==> config.mk <==
export PLATFORM = sky130hd
export DESIGN_NAME = dm_sba_target
export DESIGN_NICKNAME = d
export VERILOG_FILES = /design/src/rtl/dm_sba_target.sv
export SDC_FILE = /design/constraint.sdc
export NUM_CORES = 1
export LEC_CHECK = 0
export CORE_MARGIN = 2
export CORE_UTILIZATION = 58
export DETAILED_ROUTE_END_ITERATION = 10
export GPL_ROUTABILITY_DRIVEN = 1
export PLACE_DENSITY = 0.88
export SETUP_SLACK_MARGIN = 0.5
export SLEW_MARGIN = 0
export SYNTH_ARGS = -nofsm -noshare
export SYNTH_HDL_FRONTEND = slang
export SYNTH_SLANG_ARGS = --single-unit
==> constraint.sdc <==
create_clock -name clk_i -period 2.49 [get_ports clk_i]
set_clock_uncertainty 0.2 [all_clocks]
set_input_delay 0.3735 -clock clk_i [delete_from_list [all_inputs] [get_ports clk_i]]
set_output_delay 0.3735 -clock clk_i [all_outputs]
set_load 0.03 [all_outputs]
==> src/rtl/dm_sba_target.sv <==
// Debug-module system-bus target: single-outstanding req/gnt/r_valid slave backed by a
// small register-file RAM with programmable grant/response latency. Optional range check: DM_SBA_TARGET_ERR_EN.
module dm_sba_target #(
    parameter int unsigned          BusWidth = 32,
    parameter int unsigned          NumWords = 16,
    parameter logic [BusWidth-1:0]  BaseAddr = '0,
    parameter int unsigned          GntDelay = 0,
    parameter int unsigned          RspDelay = 1
) (
    input  logic                  clk_i,
    input  logic                  rst_ni,
    input  logic                  slave_req_i,
    input  logic [BusWidth-1:0]   slave_add_i,
    input  logic                  slave_we_i,
    input  logic [BusWidth-1:0]   slave_wdata_i,
    input  logic [BusWidth/8-1:0] slave_be_i,
    output logic                  slave_gnt_o,
    output logic                  slave_r_valid_o,
    output logic [BusWidth-1:0]   slave_r_rdata_o,
    output logic                  slave_err_o
);

    localparam int unsigned NumBytes = BusWidth / 8;
    localparam int unsigned AddrLsb  = $clog2(NumBytes);
    localparam int unsigned IdxW     = $clog2(NumWords);
    localparam logic [3:0]  GntLoad  = (GntDelay == 0) ? 4'd0 : 4'(GntDelay - 1);
    localparam logic [3:0]  RspLoad  = 4'(RspDelay - 1);

    // Handshake: a transfer happens on the edge where slave_req_i && slave_gnt_o; the
    // response is a one-cycle slave_r_valid_o pulse, and no grant is given until after it.
    typedef enum logic [1:0] {
        Idle    = 2'd0,
        GntWait = 2'd1,
        Resp    = 2'd2
    } state_e;

    state_e              r_state;
    state_e              w_state_d;
    logic [3:0]          r_cnt;
    logic [3:0]          w_cnt_d;
    logic                w_gnt;
    logic                w_rvalid;
    logic                w_grant;
    logic [BusWidth-1:0] w_off;
    logic [IdxW-1:0]     w_idx;
    logic                w_in_range;
    logic                w_unused;

    logic [BusWidth-1:0] r_mem [NumWords];
    logic [BusWidth-1:0] r_rdata;

    // BaseAddr is aligned to the memory size, so the offset's index bits equal the address's.
    assign w_off    = slave_add_i - BaseAddr;
    assign w_idx    = w_off[AddrLsb +: IdxW];
    assign w_unused = ^w_off;

`ifdef DM_SBA_TARGET_ERR_EN
    localparam logic [BusWidth-1:0] MemBytes = BusWidth'(NumWords * NumBytes);
    assign w_in_range = (w_off < MemBytes);
`else
    assign w_in_range = 1'b1;
`endif

    assign slave_gnt_o = w_gnt & rst_ni;
    assign w_grant     = slave_req_i & slave_gnt_o;

    always_ff @(posedge clk_i or negedge rst_ni) begin
        if (!rst_ni) begin
            r_state <= Idle;
            r_cnt   <= 4'd0;
        end else begin
            r_state <= w_state_d;
            r_cnt   <= w_cnt_d;
        end
    end

    always_comb begin
        w_state_d = r_state;
        w_cnt_d   = r_cnt;
        unique case (r_state)
            Idle: begin
                if (w_grant) begin
                    w_state_d = Resp;
                    w_cnt_d   = RspLoad;
                end else if (slave_req_i) begin
                    w_state_d = GntWait;
                    w_cnt_d   = GntLoad;
                end
            end
            GntWait: begin
                // Dropping req abandons the request entirely.
                if (!slave_req_i) begin
                    w_state_d = Idle;
                    w_cnt_d   = 4'd0;
                end else if (w_grant) begin
                    w_state_d = Resp;
                    w_cnt_d   = RspLoad;
                end else begin
                    w_cnt_d   = r_cnt - 4'd1;
                end
            end
            Resp: begin
                if (r_cnt == 4'd0) begin
                    w_state_d = Idle;
                    w_cnt_d   = 4'd0;
                end else begin
                    w_cnt_d   = r_cnt - 4'd1;
                end
            end
            default: begin
                w_state_d = Idle;
                w_cnt_d   = 4'd0;
            end
        endcase
    end

    always_comb begin
        w_gnt    = 1'b0;
        w_rvalid = 1'b0;
        unique case (r_state)
            Idle:    w_gnt    = (GntDelay == 0) && slave_req_i;
            GntWait: w_gnt    = slave_req_i && (r_cnt == 4'd0);
            Resp:    w_rvalid = (r_cnt == 4'd0);
            default: begin
                w_gnt    = 1'b0;
                w_rvalid = 1'b0;
            end
        endcase
    end

    always_ff @(posedge clk_i or negedge rst_ni) begin
        if (!rst_ni) begin
            for (int i = 0; i < NumWords; i++) r_mem[i] <= '0;
            r_rdata <= '0;
        end else if (w_grant) begin
            if (slave_we_i && w_in_range) begin
                for (int b = 0; b < NumBytes; b++) begin
                    if (slave_be_i[b]) r_mem[w_idx][b*8 +: 8] <= slave_wdata_i[b*8 +: 8];
                end
            end
            r_rdata <= (!slave_we_i && w_in_range) ? r_mem[w_idx] : '0;
        end
    end

    assign slave_r_valid_o = w_rvalid;
    assign slave_r_rdata_o = w_rvalid ? r_rdata : '0;

`ifdef DM_SBA_TARGET_ERR_EN
    logic r_err;

    always_ff @(posedge clk_i or negedge rst_ni) begin
        if (!rst_ni) begin
            r_err <= 1'b0;
        end else if (w_grant) begin
            r_err <= ~w_in_range;
        end
    end

    assign slave_err_o = w_rvalid & r_err;
`else
    assign slave_err_o = 1'b0;
`endif

endmodule

==> impl_metrics.json, run 1 <==
{
  "outcome": "complete, but fails checks",
  "failed_checks": "negative setup slack",
  "worstPathArrival_ns": 2.25,
  "ys_top_cells_by_area": "dfrtp_1 (55%), mux2_2 (20%), mux4_2 (12%), mux2_1 (3.6%), a22oi_1 (1.9%)",
  "yosysSeqAreaShare_pct": 55.5,
  "crit_type": "flop to output port",
  "vias_per_cell": 6.91,
  "ir_drop_uv": 590,
  "drt_wl_total_um": 73300,
  "n_fill_cell": 2180,
  "tightest_slew_ns": 0.899,
  "synth_edf_count": 0,
  "root_buffer": "clkbuf_16",
  "seq_area_um2": 13800,
  "area_delta_synth_final_pct": 24.7,
  "dr.pass1.iters": 7,
  "rows": 75,
  "synth_largest_area_cell": "dfrtp_1",
  "die-area_um2": 44400,
  "synth_top_area_share_pct": 55.5,
  "clkTransAtPathRegs_ns": 0.08,
  "final_core_util_pct": 73.6,
  "fin_crit_sh_pct": 113,
  "finalHoldViolCount": 0,
  "p_per_area_nw_per_um2": 767,
  "grt_pass1_wl_um": 100000,
  "die_x_um": 211,
  "avgSynthCellArea_um2": 15.5,
  "syn_inst": 1602,
  "grt_pass1_vias": 17100,
  "drive_gt1_share_pct": 55.8,
  "p_leak_nw": 15.1,
  "cp-start-kind": "flop",
  "design_area_um2": 30900,
  "numCtsBuffers": 54,
  "synth_ff_type": "dfrtp_1",
  "coreArea_um2": 42000,
  "ant_nets": 0,
  "crit_path_max_fanout": 6,
  "vias": 16400,
  "gp_congestion": 0.759,
  "drt_iter0_markers": 1724,
  "nNetsFinal": 1863,
  "setup_ws_ns": -0.336,
  "max_cap_violations": 0,
  "end_kind": "output port",
  "grt_usage_pct": 29.8,
  "crit_required_ns": 1.92,
  "start_util_pct": 59.0,
  "cts_tree": "done",
  "syn-num-nets": 1679,
  "rsz0062_at_grt": "true",
  "htreeDepth": 2,
  "cts.sinks": 550,
  "dp_slack_ns": -0.208,
  "slew_headroom_pct": 40.1,
  "syn_area_um2": 24800,
  "finalPower_mw": 23.7,
  "drcViolationCount": 0,
  "hp-class": "primary input to flop",
  "clock_path_buffers": 3,
  "yosysWarningCount": 0,
  "async_flop_share_pct": 100,
  "dpl_cell_area_um2": 27200,
  "clk_latency_ns": 0.62,
  "grt_max_degree": 161,
  "wl_per_cell_um": 31.0,
  "layout_min_cycle_time_ns": 2.83,
  "multi_input_area_um2": 11600,
  "setup_viol": 550,
  "dp_hpwl_um": 37300,
  "die_h_um": 211,
  "synth.distinct_cells": 41,
  "numPortBuffers": 77,
  "io_pins": 107,
  "grt-ovfl-total": 0,
  "antenna_found_initial": 3,
  "clock.fmax_mhz": 354,
  "ys_ff_latch": 550,
  "slew_violations": 0
}
[sequential cells by signal, summed over array words and instances, names as in the netlist]
signal and count:
r_mem 512, r_rdata 32, r_cnt 4, r_state 2
[stage by stage]
stage,hold slack (ns),TNS (ns),cells
finish,0.276,-79.97,2368
global route,0.303,-90.54,2368
CTS,0.242,-5.92,2339
detailed placement,0.280,-13.58,2221
global placement,0.268,-4.24,2221
floorplan,-0.122,0,1602
[cells in the final DEF (no fill, tap or decap), types with 7 or more instances in the layout]
cell               n
nand2_1           42
clkbuf_8          19
mux4_2           128
clkinv_2           7
nand2_8           22
nand3_4            8
mux2_4            91
clkdlybuf4s50_1   40
and2_0            10
buf_6             55
a22o_1            32
mux2_2           421
dfrtp_1          550
and3_2            24
nand3_1            7
a22oi_1           64
and3_4             7
buf_4             58
nand2_4            9
buf_8             20
buf_12            51
clkbuf_1          12
clkbuf_16         62
nand4_1           17
[critical path, stage by stage (launching register included)]
cell,delay (ns)
dfrtp_1,0.46
inv_2,0.12
ha_4,0.14
nor3b_4,0.22
buf_6,0.18
clkbuf_16,0.17
and3_2,0.19
buf_6,0.13
[path summary, 6_finish.rpt]
path                                start            endpoint  slack (ns)  cells after the start
min in group asynchronous          rst_ni            r_cnt[0]        0.67                      3
max in group asynchronous          rst_ni          r_mem[112]        0.59                      3
setup reg to reg                 r_cnt[1]          r_mem[482]       -0.32                     12
hold reg to reg               r_rdata[17]         r_rdata[17]        0.30                      1
setup / recovery                 r_cnt[1]  slave_r_rdata_o[6]       -0.34                      7
hold / removal             slave_add_i[5]         r_rdata[19]        0.28                      5
[cells by family (layout without fill, tap and decap cells)]
kind of cell | after synthesis | in the layout | share of synthesized area (%)
AND/OR/NAND/NOR | 179 | 179 | 3.86
AO/OA/AOI/OAI | 113 | 113 | 3.64
flip-flops | 550 | 550 | 55.5
multiplexers | 640 | 640 | 34.9
other | 1 | 3 | 0.0151
buffers and inverters | 114 | 339 | 1.91
adder cells (fa/ha/maj) | 5 | 5 | 0.252
[timing repair]
action	CTS	global route
setup endpoints to repair	584	584
hold endpoints to repair	550	0
setup buffers	18	20
hold buffers	1	0
cloned	2	7
pin swaps	4	32
resized for setup	137	146
[metal layers]
metal	up-vias	GRT usage [%]	wire (µm)	share of wire, %
met4	2	14.8	4850	6.6
li1	6434	-	-	-
met3	331	6.21	5180	7.1
met5	-	0	10	0.014
met1	8682	37.2	26800	37
met2	920	50.0	36500	50
[area by class of cell]
type	count	share of cell area [%]
sequential	550	44.5
antenna	2	0.0162
clock buffer	85	5.39
multi-input combinational	938	37.6
clock inverter	12	0.457
inverter	7	0.0930
tap	539	2.18
timing repair buffer	235	9.79
[where the power goes]
group / leakage, nW / internal (mW) / switching, mW / total, mW
logic: 6.66 / 2.38 / 2.27 / 4.65
clock network: 0.896 / 4.89 / 3.54 / 8.43
registers: 7.53 / 9.96 / 0.696 / 10.7
[synth_stat cells (all sizes together) (2+ instances only)]
| cell | instances |
|---|---|
| a211oi | 2 |
| a21o | 2 |
| a22o | 32 |
| a22oi | 64 |
| and2 | 18 |
| and3 | 36 |
| and3b | 2 |
| buf | 31 |
| clkbuf | 76 |
| dfrtp | 550 |
| ha | 5 |
| inv | 7 |
| mux2 | 512 |
| mux4 | 128 |
| nand2 | 75 |
| nand2b | 2 |
| nand3 | 15 |
| nand4 | 17 |
| nor2 | 6 |
| nor2b | 3 |
| nor3 | 2 |
| nor3b | 2 |
| o21ai | 4 |
| o22ai | 2 |
Power figures use the tool's default switching activity.
==> run 2: changes to the inputs <==
- CTS_CLUSTER_DIAMETER: default -> 100
==> results of run 2 <==
The final DEF is identical to that of run 1; final timing and power are the same.
